### src/rtl/uart_pkg.sv
// uart_pkg
// Definitions shared by the UART transmitter and receiver:
//   uart_state_t          - frame state encoding
//   UART_CLKS_PER_BIT_DEF - default clocks per bit (25 MHz / 115200 baud)
//   STAT_*                - bit positions of the flags in the 16-bit status word
package uart_pkg;

    typedef enum logic [2:0] {
        ST_IDLE   = 3'd0,
        ST_START  = 3'd1,
        ST_DATA   = 3'd2,
        ST_PARITY = 3'd3,
        ST_STOP   = 3'd4
    } uart_state_t;

    localparam int UART_CLKS_PER_BIT_DEF = 217;

    localparam int STAT_FULL = 15;
    localparam int STAT_IDLE = 14;
    localparam int STAT_OVF  = 13;

endpackage

### src/rtl/uart_tx_fifo.sv
// uart_tx_fifo
// Byte queue for the UART transmitter. Synchronous reset.
// A pop is evaluated before a push on the same edge, so a push into a full
// queue that is being popped on that edge is accepted.
// Ports:
//   clk, reset    - clock, synchronous active-high reset
//   push, din     - enqueue strobe and byte
//   pop, dout     - dequeue strobe and head byte (valid while !empty)
//   full, empty   - queue flags
//   count         - occupancy, 0..DEPTH
module uart_tx_fifo #(
    parameter int DEPTH = 4,
    parameter int AW    = $clog2(DEPTH)
) (
    input  logic          clk,
    input  logic          reset,
    input  logic          push,
    input  logic [7:0]    din,
    input  logic          pop,
    output logic [7:0]    dout,
    output logic          full,
    output logic          empty,
    output logic [AW:0]   count
);

    logic [7:0]    mem [DEPTH];
    logic [AW-1:0] wr_ptr;
    logic [AW-1:0] rd_ptr;
    logic          do_pop;
    logic          do_push;

    assign full    = (count == (AW+1)'(DEPTH));
    assign empty   = (count == '0);
    assign dout    = mem[rd_ptr];
    assign do_pop  = pop && !empty;
    assign do_push = push && (!full || do_pop);

    always_ff @(posedge clk) begin
        if (reset) begin
            wr_ptr <= '0;
            rd_ptr <= '0;
            count  <= '0;
        end else begin
            if (do_push) begin
                mem[wr_ptr] <= din;
                wr_ptr      <= wr_ptr + 1'b1;
            end
            if (do_pop) begin
                rd_ptr <= rd_ptr + 1'b1;
            end
            case ({do_push, do_pop})
                2'b10:   count <= count + 1'b1;
                2'b01:   count <= count - 1'b1;
                default: count <= count;
            endcase
        end
    end

endmodule

### src/rtl/uart_tx.sv
// uart_tx
// UART transmitter, LSB first, 8N1 (8E1 when UART_TX_PARITY_EN is defined).
// Bytes written with load are queued in a FIFO and sent back to back.
// Ports:
//   clk, reset - clock, synchronous active-high reset
//   load, in   - write strobe; in[7:0] is queued, in[15:8] is ignored
//   TX         - registered serial output, idles high
//   out        - status: [15] full, [14] idle, [13] sticky overflow,
//                [12:8] occupancy, [7:0] zero
// Build option: UART_TX_PARITY_EN inserts an even-parity bit after the data.
//
// state     | meaning
// ----------+----------------------------------------------------
// ST_IDLE   | line high, waiting for a queued byte
// ST_START  | start bit (TX=0)
// ST_DATA   | 8 data bits, TX=shift[0], shift right each bit end
// ST_PARITY | even parity of the byte (only with UART_TX_PARITY_EN)
// ST_STOP   | stop bit (TX=1); pops the next byte without a gap
module uart_tx
    import uart_pkg::*;
#(
    parameter int CLKS_PER_BIT = UART_CLKS_PER_BIT_DEF,
    parameter int FIFO_DEPTH   = 4
) (
    input  logic        clk,
    input  logic        reset,
    input  logic        load,
    input  logic [15:0] in,
    output logic        TX,
    output logic [15:0] out
);

    localparam int         AW        = $clog2(FIFO_DEPTH);
    localparam logic [7:0] BAUD_LAST = 8'(CLKS_PER_BIT - 1);

    uart_state_t state_q, state_d;
    logic [7:0]  baud_q, baud_d;
    logic [2:0]  bit_q, bit_d;
    logic [7:0]  shift_q, shift_d;
    logic        tx_d;
    logic        baud_end;
    logic        pop;
    logic        ovf_q;

    logic        fifo_full;
    logic        fifo_empty;
    logic [7:0]  fifo_dout;
    logic [AW:0] fifo_count;

    logic        unused_in_hi;
    assign unused_in_hi = ^in[15:8];

`ifdef UART_TX_PARITY_EN
    logic        par_q, par_d;
`endif

    uart_tx_fifo #(
        .DEPTH (FIFO_DEPTH)
    ) u_fifo (
        .clk   (clk),
        .reset (reset),
        .push  (load),
        .din   (in[7:0]),
        .pop   (pop),
        .dout  (fifo_dout),
        .full  (fifo_full),
        .empty (fifo_empty),
        .count (fifo_count)
    );

    assign baud_end = (baud_q == BAUD_LAST);

    always_comb begin
        state_d = state_q;
        baud_d  = baud_q;
        bit_d   = bit_q;
        shift_d = shift_q;
        pop     = 1'b0;
`ifdef UART_TX_PARITY_EN
        par_d   = par_q;
`endif

        case (state_q)
            ST_IDLE: begin
                if (!fifo_empty) begin
                    pop     = 1'b1;
                    shift_d = fifo_dout;
                    baud_d  = '0;
                    bit_d   = '0;
                    state_d = ST_START;
`ifdef UART_TX_PARITY_EN
                    par_d   = ^fifo_dout;
`endif
                end
            end
            ST_START: begin
                if (baud_end) begin
                    baud_d  = '0;
                    state_d = ST_DATA;
                end else begin
                    baud_d  = baud_q + 8'd1;
                end
            end
            ST_DATA: begin
                if (baud_end) begin
                    baud_d  = '0;
                    shift_d = {1'b0, shift_q[7:1]};
                    if (bit_q == 3'd7) begin
`ifdef UART_TX_PARITY_EN
                        state_d = ST_PARITY;
`else
                        state_d = ST_STOP;
`endif
                    end else begin
                        bit_d = bit_q + 3'd1;
                    end
                end else begin
                    baud_d = baud_q + 8'd1;
                end
            end
`ifdef UART_TX_PARITY_EN
            ST_PARITY: begin
                if (baud_end) begin
                    baud_d  = '0;
                    state_d = ST_STOP;
                end else begin
                    baud_d  = baud_q + 8'd1;
                end
            end
`endif
            ST_STOP: begin
                if (baud_end) begin
                    baud_d = '0;
                    if (!fifo_empty) begin
                        // next frame starts on this edge: no idle gap
                        pop     = 1'b1;
                        shift_d = fifo_dout;
                        bit_d   = '0;
                        state_d = ST_START;
`ifdef UART_TX_PARITY_EN
                        par_d   = ^fifo_dout;
`endif
                    end else begin
                        state_d = ST_IDLE;
                    end
                end else begin
                    baud_d = baud_q + 8'd1;
                end
            end
            default: state_d = ST_IDLE;
        endcase

        // TX is registered, so it is derived from the state being entered
        case (state_d)
            ST_START:  tx_d = 1'b0;
            ST_DATA:   tx_d = shift_d[0];
`ifdef UART_TX_PARITY_EN
            ST_PARITY: tx_d = par_d;
`endif
            default:   tx_d = 1'b1;
        endcase
    end

    always_ff @(posedge clk) begin
        if (reset) begin
            state_q <= ST_IDLE;
            baud_q  <= '0;
            bit_q   <= '0;
            shift_q <= '0;
            TX      <= 1'b1;
            ovf_q   <= 1'b0;
`ifdef UART_TX_PARITY_EN
            par_q   <= 1'b0;
`endif
        end else begin
            state_q <= state_d;
            baud_q  <= baud_d;
            bit_q   <= bit_d;
            shift_q <= shift_d;
            TX      <= tx_d;
            if (load && fifo_full && !pop) begin
                ovf_q <= 1'b1;
            end
`ifdef UART_TX_PARITY_EN
            par_q   <= par_d;
`endif
        end
    end

    always_comb begin
        out            = '0;
        out[STAT_FULL] = fifo_full;
        out[STAT_IDLE] = (state_q == ST_IDLE) && fifo_empty;
        out[STAT_OVF]  = ovf_q;
        out[12:8]      = 5'(fifo_count);
    end

endmodule

### config.mk
export PLATFORM = sky130hd
export DESIGN_NAME = uart_tx
export DESIGN_NICKNAME = d
export VERILOG_FILES = /design/src/rtl/uart_pkg.sv /design/src/rtl/uart_tx_fifo.sv /design/src/rtl/uart_tx.sv
export SDC_FILE = /design/constraint.sdc
export NUM_CORES = 1
export LEC_CHECK = 0
export ABC_AREA = 1
export ABC_CLOCK_PERIOD_IN_PS = 2500
export CORE_MARGIN = 5
export CORE_UTILIZATION = 56
export DETAILED_ROUTE_END_ITERATION = 16
export PLACE_DENSITY_LB_ADDON = 0.15
export SLEW_MARGIN = 20
export SYNTH_ARGS = -nofsm -noshare
export SYNTH_HDL_FRONTEND = slang
export SYNTH_HIERARCHICAL = 1
export SYNTH_SLANG_ARGS = --single-unit
### constraint.sdc
create_clock -name clk -period 2.5 [get_ports clk]
set_input_delay 0.625 -clock clk [delete_from_list [all_inputs] [get_ports clk]]
set_output_delay 0.625 -clock clk [all_outputs]
set_load 0.005 [all_outputs]
* Word-level counts from Yosys, hierarchy flattened
Memories as Yosys holds them, arrays and structs flattened. A register that Yosys moved wholly into a read port is not among the register bits.
Cells that the tools add are included.
** Storage, ports and cells
- Memories :: 1
- Output and inout port bits :: 17
- Bits of input ports :: 19
- RAM bits :: 32
- Bits in registers :: 31
** Memories
- u_fifo.mem :: words 4, width 8, read ports 1, clocked after memory_dff 1, wr ports 1, line uart_tx_fifo.sv:26 : logic [7:0] mem [DEPTH];
** Cells by class
- Add/sub/neg operators :: 6
- Reduce and logical (&&, ||, !) cells :: 18
- Eq/ne operators :: 14
- Multiplexer cells :: 29
** Operator list (number)
- two-way mux 8 bit :: 5
- two-way mux 3 bit :: 9
- one-hot mux 8 bit (3 select lines) :: 1
- one-hot mux 8 bit (2 select lines) :: 1
- one-hot mux 3 bit (4 select lines) :: 1
- == test 3 bit (second input constant) :: 3
- one-hot mux 3 bit (3 select lines) :: 1
- adder 8 x 1 -> 8 bit (second input constant) :: 1
- == test 8 bit (second input constant) :: 1
- inequality test 2 bit (second input constant) :: 4
- adder 3 x 1 -> 3 bit (second input constant) :: 2
- == test 3 x 1 -> 1 bit (second input constant) :: 2
- == test 3 x 2 -> 1 bit (second input constant) :: 2
- logical NOT 3 bit :: 2
- two-way mux 1 bit :: 6
- one-hot mux 3 bit (2 select lines) :: 1
- logical AND 1 bit :: 5
- adder 2 x 1 -> 2 bit (second input constant) :: 2
- two-way mux 2 bit :: 2
- one-hot mux 1 bit (2 select lines) :: 2
- AND reduction 4 bit :: 1
- nonzero test 2 bit :: 2
- logical NOT 1 bit :: 3
- AND reduction 3 bit :: 1
- 7 further kinds :: 7

* Logic depth before layout (Yosys ltp)
Gate-level depths: netlist of the first run.
- Depth after elaboration :: 10
- Mapped depth :: 15
- Depth with buffers taken out :: 15

* Hierarchy
Netlist of the first run, hierarchy kept.
** Modules (own cells, without submodules)
- uart_tx_fifo :: area each 1706.6 um^2, sequential area each 1141.1 um^2, cells an instance 143, instances 1
- uart_tx :: area each 1659.1 um^2, sequential area each 480.5 um^2, cells an instance 267, instances 1

* Worst setup path after synthesis of the first run
OpenSTA, ideal clock, no wires.
- Path kind :: register -> register
- Start point :: reg u_fifo.count[2]
- End point :: mem u_fifo.mem[0][0], enable pin
- Clock period less this slack :: 2.148 ns
- Arrival time :: 1.778 ns
- Slack :: 0.352 ns
- Cell stages (with the launch flop) :: 13
- Buffers on the path :: 0
- Cells stage by stage :: dfxtp_1 inv_1 nand2_4 inv_1 inv_1 nand2_1 inv_1 nand2_1 nand2_1 inv_1 nand2_4 nand3_2 nor2_1
** Between the ends
- Word-level cells in the longest chain between the ends :: 10
- Elaborated cells between the ends (all ways) :: 13
** RTL lines
- start, declared :: line uart_tx_fifo.sv:23 : output logic [AW:0] count
- start signal, assigned :: line uart_tx_fifo.sv:52 : 2'b10: count <= count + 1'b1;
- start signal, assigned :: line uart_tx_fifo.sv:53 : 2'b01: count <= count - 1'b1;
- start signal, assigned :: line uart_tx_fifo.sv:54 : default: count <= count;
- logical NOT 3 bit (*) :: line uart_tx_fifo.sv:33 : assign empty = (count == '0);
- net fifo_empty :: line uart_tx.sv:46 : logic fifo_empty;
- two-way mux 1 bit (*) :: line uart_tx.sv:85, uart_tx.sv:134
- two-way mux 1 bit :: line uart_tx.sv:132 : if (baud_end) begin
- one-hot mux 1 bit (2 select lines) (*) :: line uart_tx.sv:83 : case (state_q)
- net pop :: line uart_tx.sv:42 : logic pop;
- logical AND 1 bit (*) :: line uart_tx_fifo.sv:35 : assign do_pop = pop && !empty;
- logical OR 1 bit (*) :: line uart_tx_fifo.sv:36 : assign do_push = push && (!full || do_pop);
- logical AND 1 bit (*) :: line uart_tx_fifo.sv:36
- two-way mux 1 bit (*) :: line uart_tx_fifo.sv:44 : if (do_push) begin
- two-way mux 1 bit (*) :: line uart_tx_fifo.sv:39 : if (reset) begin
- two-way mux 1 bit (implied by the code) (*) :: line uart_tx_fifo.sv:45 : mem[wr_ptr] <= din;
- end, declared :: line uart_tx_fifo.sv:26
Mark *: on every way through the listed nets, which the timed path passes. The rest lies on a longest branch.

* Worst setup path in the final report of the first run
- Start point :: reg u_fifo.count[0]
- End point :: out out[14]
** Between the ends
- Word-level cells in the longest chain between the ends :: 2
** RTL lines
- logical NOT 3 bit :: line uart_tx_fifo.sv:33
- net fifo_empty :: line uart_tx.sv:46
- logical AND 1 bit :: line uart_tx.sv:193 : out[STAT_IDLE] = (state_q == ST_IDLE) && fifo_empty;
- end, declared :: line uart_tx.sv:30 : output logic [15:0] out
The timed path passes the listed nets, and every way through them passes these cells.

==> run_results.csv, run 1 <==
group,metric,value,unit
clocking,htreeDepth,3,
detailed_routing,avgRoutedWirePerCell,11.9,µm
timing,slew_viol_final,0,
timing,fin_crit,2.34,ns
setup_path,end_kind,"output pin",
clocking,cts_tree,"built",
synthesis,synth_cell_type_count,28,
detailed_routing,wl,6200,µm
die,dieArea,0.00766,mm²
timing,setup_viol,0,
clocking,cts_root_buf,"clkbuf_8",
timing,min_period_over_period,93.6,%
placed_design,gp_congestion,0.829,
timing,fmax,0.427,GHz
detailed_routing,viasPerCell,5.06,
cells_and_area,antenna_cells,0,
setup_path,critPathMaxStageDelay,0.49,ns
synthesis,postSynthAreaPerCell,8.21,µm²
global_routing,grt_remaining_overflow,0,
die,core_area,0.00589,mm²
timing,fin_worst_skew,0.00794,ns
synthesis,ys_ff_latch,65,
clocking,insertion_delay,0.33,ns
cells_and_area,fin_nets,468,
placed_design,dpl.cell_count,503,
global_routing,antenna_found_initial,0,
cells_and_area,mostFrequentLayoutCell,"nand2_1",
setup_path,arrival,1.71,ns
timing,post-route-worst-setup-slack,0.161,ns
setup_path,path_class,"reg -> out",
cells_and_area,drive_above_1_share,14.4,%
timing,rsz0062_at_grt,"false",
setup_path,critPathSlowestCell,"clkdlybuf4s50_1",
clocking,cts_sinks,65,
power,p_leak,0.00168,µW
detailed_routing,drc_errors,0,
power,vdd_drop_max,0.554,mV
min_path,hold_class,"reg -> reg",
die,die_y,87.5,µm
placed_design,postPlaceCellArea,0.00361,mm²
clocking,cts_made_buffers,9,
detailed_routing,ant_nets,0,
cells_and_area,final_cell_mix,"nand2_1 (83), nor2_1 (55), inv_1 (52)",
cells_and_area,final_area,0.00385,mm²
synthesis,seq_area_frac_synth,48.2,%
power,pwr_density_cell,1050,mW/mm²
synthesis,syn-cell-area,0.00337,mm²
timing,setup_tns,0,ns
placed_design,dp_hpwl,4460,µm
outcome,status,"complete, no violations",
setup_path,cp.required,1.88,ns
timing,hold_viol,0,
detailed_routing,dr_total_vias,2629,
synthesis,yosysWarnings,6,
placed_design,io_buffers,17,
setup_path,crit_chain,"nor2_4 -> nand2_4 -> inv_1 -> nand2_2 -> inv_1 -> clkdlybuf4s50_1",
synthesis,syn_inst,410,
setup_path,cpMostUsedCell,"inv_1",
placed_design,preCtsSetupSlack,0.355,ns
clocking,cts_buffer_depth,2,
flow_run,maxCapViolations,0,
detailed_routing,firstDrtPassIters,5,
global_routing,grt_max_degree,17,
global_routing,grt_use_total,17.4,%
setup_path,start_kind,"flop",
die,die_w,87.5,µm
cells_and_area,fin_util,65.3,%
die,start_util,57.2,%
global_routing,grt_pass1_wl,10500,µm
cells_and_area,instances_no_fill,520,
global_routing,grt_pass1_vias,2403,
die,boundaryPins,36,
cells_and_area,area_growth,14.3,%
clocking,clk_pin_slew,0.07,ns
die,row_count,28,
detailed_routing,drt_iter0_drc,98,
clocking,cts_hold_buf,0,
setup_path,cp_max_fo,6,
==> registers in the layout (all words and copies together) (netlist names), named ones only <==
| register | cells |
|---|---|
| u_fifo/count | 3 |
| u_fifo/rd_ptr | 2 |
| baud_q | 8 |
| shift_q | 8 |
| u_fifo/wr_ptr | 2 |
| u_fifo/mem | 32 |
| state_q | 3 |
| bit_q | 3 |
| ovf_q | 1 |
| TX | 1 |
==> what timing repair did <==
action | 4_1_cts | 5_1_grt
setup buffers | 0 | 1
endpoints found under the setup margin | 0 | 1
gates resized for setup | 0 | 1
==> cell type report <==
class / instances / area [µm²]
Tap cell: 75 / 93.8
Inverter: 56 / 211
Timing Repair Buffer: 29 / 260
Multi-Input combinational cell: 279 / 1430
Sequential cell: 65 / 1620
Fill cell: 521 / 2040
Clock inverter: 7 / 104
Clock buffer: 9 / 124
==> per-layer routing <==
layer	routed length, µm	global-route usage (%)	share of wire, %
met1	2850	21.6	46
met2	3080	29.6	50
met5	0	0	0
met4	46	6.83	0.74
met3	218	3.60	3.5
==> through the flow <==
step	hold slack, ns	power (µW)
final	0.464	4060
after global routing	0.498	4400
after CTS	0.466	4070
after detailed placement	0.454	3070
after global placement	0.440	3030
after floorplan	0.430	2660
==> path summary, 6_finish.rpt <==
kind                                      start               to  slack, ns  cells after the start
worst max-delay path            u_fifo/count[0]          out[14]       0.16                      6
worst min-delay path                      ovf_q            ovf_q       0.46                      2
worst max register to register  u_fifo/count[0]  u_fifo/count[2]       0.36                     14
worst min register to register            ovf_q            ovf_q       0.46                      2
==> synthesized netlist by cell type <==
cell type / count / share of area (%)
nand4_1: 14 / 2.6
buf_6: 2 / 0.67
fa_1: 1 / 0.59
clkbuf_1: 2 / 0.22
buf_2: 2 / 0.30
dfxtp_1: 33 / 20
o21bai_1: 1 / 0.22
nand2_4: 5 / 1.7
o21ai_0: 14 / 2.1
clkinv_2: 1 / 0.15
nand3_2: 4 / 1.2
or2_2: 7 / 1.3
nand2_2: 8 / 1.5
nand2_1: 84 / 9.4
inv_1: 52 / 5.8
nand3_1: 23 / 3.4
ha_1: 8 / 3.0
nor2_1: 55 / 6.1
conb_1: 1 / 0.11
o22ai_1: 8 / 1.5
inv_2: 3 / 0.33
buf_4: 13 / 2.9
nor2_4: 6 / 2.0
a21oi_2: 1 / 0.26
a21oi_1: 22 / 3.3
edfxtp_1: 32 / 29
a21boi_1: 1 / 0.22
o21ai_1: 7 / 1.0
==> kinds of logic after synthesis <==
group | after synthesis | share of synthesized area, %
DFF | 65 | 48.2
AOI/OAI and AO/OA | 54 | 8.59
other | 1 | 0.111
buffers and inverters | 75 | 10.4
and+or+nand+nor | 206 | 29.2
adders and majority gates | 9 | 3.57
==> power by group <==
group | leakage, µW | internal (µW) | switching (µW)
Sequential | 0.000561 | 1280 | 119
Combinational | 0.00100 | 663 | 994
Clock | 0.000114 | 571 | 426
Total | 0.00168 | 2520 | 1540
==> worst max-delay path, delay by kind of cell, from the launching register on <==
kind / cells / cell delay, ns
buf+inv: 3 / 0.68
simple gates: 3 / 0.35
flops: 1 / 0.36
Power figures use the tool's default switching activity.
==> run 2, diff against run 1 <==
GPL_ROUTABILITY_DRIVEN = 0   (was unset)
==> results of run 2 <==
Same layout as run 1: the final DEF is identical, and so are final timing and power.
==> run 3, diff against run 2 <==
ABC_CLOCK_PERIOD_IN_PS = 2550   (was 2500)
CORE_MARGIN = unset   (was 5)
clock period = 2.55 ns   (was 2.5 ns; I/O delays follow)
==> run 3 against run 2 <==
Final cell count down 0.58%. Total power down 1.5%. Core utilization up 2.7 points. Via count up 0.84%. Die area down 17%. Sequential power about the same. Flip-flop and latch count unchanged. Combinational power about the same. Highest routed layer unchanged.
==> run_results.csv, run 3 (synthesis results as in run 1) <==
group,metric,value,unit
detailed_routing,dr_total_vias,2651,
timing,setup_tns,0,ns
global_routing,grt_remaining_overflow,0,
clocking,htreeDepth,3,
die,boundaryPins,36,
clocking,cts_made_buffers,9,
cells_and_area,final_area,0.00384,mm²
die,row_count,27,
die,core_area,0.00564,mm²
placed_design,io_buffers,17,
timing,rsz0062_at_grt,"false",
timing,min_period_over_period,94.3,%
timing,post-route-worst-setup-slack,0.146,ns
detailed_routing,viasPerCell,5.13,
placed_design,dpl.cell_count,500,
clocking,cts_sinks,65,
die,die_w,79.5,µm
power,vdd_drop_max,0.542,mV
timing,fin_worst_skew,0.00750,ns
clocking,clk_pin_slew,0.07,ns
timing,hold_viol,0,
global_routing,antenna_found_initial,0,
cells_and_area,largest_register_ffs,32,
setup_path,cpMostUsedCell,"inv_1",
cells_and_area,instances_no_fill,517,
setup_path,worst_path_dominant_cell_family,"buffers and inverters",
clocking,insertion_delay,0.34,ns
global_routing,grt_pass1_wl,10600,µm
cells_and_area,regMostFlops,"u_fifo/mem",
placed_design,postPlaceCellArea,0.00360,mm²
detailed_routing,drt_iter0_drc,166,
clocking,cts_tree,"built",
setup_path,start_kind,"flop",
cells_and_area,fill_cells,478,
power,pwr_density_cell,1040,mW/mm²
detailed_routing,wl,6460,µm
outcome,status,"complete, no violations",
die,dieArea,0.00632,mm²
setup_path,cp_max_fo,6,
setup_path,critPathSlowestCell,"clkdlybuf4s50_1",
setup_path,crit_chain,"nor2_4 -> nand2_4 -> inv_1 -> nand2_1 -> inv_1 -> clkdlybuf4s50_1",
cells_and_area,reg_top3,"u_fifo/mem (32), baud_q (8), shift_q (8)",
placed_design,preCtsSetupSlack,0.384,ns
detailed_routing,ant_nets,0,
setup_path,path_class,"reg -> out",
cells_and_area,final_cell_mix,"nand2_1 (84), nor2_1 (55), inv_1 (52)",
flow_run,maxCapViolations,0,
global_routing,grt_pass1_vias,2388,
detailed_routing,avgRoutedWirePerCell,12.5,µm
die,die_y,79.5,µm
cells_and_area,seqCellArea,0.00162,mm²
cells_and_area,area_growth,14.1,%
clocking,cts_root_buf,"clkbuf_8",
setup_path,cp.required,1.91,ns
clocking,cts_buffer_depth,2,
cells_and_area,drive_above_1_share,14.2,%
detailed_routing,drc_errors,0,
setup_path,critPathMaxStageDelay,0.50,ns
setup_path,crit_buf_inv,3,
power,p_leak,0.00168,µW
power,totalPowerFinal,4000,µW
setup_path,arrival,1.77,ns
global_routing,grt_max_degree,17,
cells_and_area,antenna_cells,0,
cells_and_area,multi_input_area,0.00143,mm²
detailed_routing,firstDrtPassIters,5,
timing,fin_crit,2.40,ns
die,start_util,59.7,%
global_routing,grt_use_total,22.2,%
cells_and_area,mostFrequentLayoutCell,"nand2_1",
placed_design,dp_hpwl,4530,µm
min_path,hold_class,"reg -> reg",
timing,setup_viol,0,
cells_and_area,fin_nets,468,
timing,fmax,0.416,GHz
timing,slew_viol_final,0,
setup_path,end_kind,"output pin",
==> run 3: cell types whose count changed in the layout (fill, tap and decap cells not counted) <==
cell / previous run / this run
nand2_2: 9 / 8
nand2_1: 83 / 84
==> run 3: per-layer routing <==
layer	global-route usage, %	up-vias	share of wire [%]
met1	26.6	1225	46
met4	9.27	0	0.99
met3	5.94	4	3.4
met2	37.4	54	50
li1	-	1368	-
met5	0	-	0
==> run 3: path summary, 6_finish.rpt <==
kind,startpoint,cells after the start,slack (ns),to
setup / recovery,u_fifo/count[0],6,0.15,out[14]
hold / removal,ovf_q,2,0.46,ovf_q
setup reg to reg,u_fifo/count[0],14,0.41,u_fifo/mem[0][3]
hold reg to reg,ovf_q,2,0.46,ovf_q
==> run 3: metrics by stage <==
| step | hold slack (ns) | utilization, % |
|---|---|---|
| final | 0.463 | 68.1 |
| after global routing | 0.495 | 68.1 |
| after CTS | 0.472 | 67.9 |
| after detailed placement | 0.461 | 63.9 |
| after global placement | 0.449 | 63.9 |
| after floorplan | 0.430 | - |
==> run 3: what timing repair did <==
item | 4_1_cts | 5_1_grt
setup endpoints to repair | 0 | 1
hold buffers | 0 | 0
gates resized for setup | 0 | 0
setup buffers | 0 | 1
==> run 3: area by class of cell <==
cell class	count	area share, %
clock buffers	9	3.23
repair buffers	29	6.78
well taps	72	2.35
flip-flops and latches	65	42.2
clock inverters	7	2.70
multi-input cells	279	37.2
inverters	56	5.51
==> run 3: worst min-delay path, cell delays in order, from the launching register on <==
cell	delay [ns]
dfxtp_1	0.32
inv_1	0.05
a21oi_1	0.05
==> run 3: power by group <==
part / internal, µW / total [µW] / switching [µW]
clock: 560 / 980 / 419
combinational: 651 / 1640 / 991
sequential: 1260 / 1370 / 117
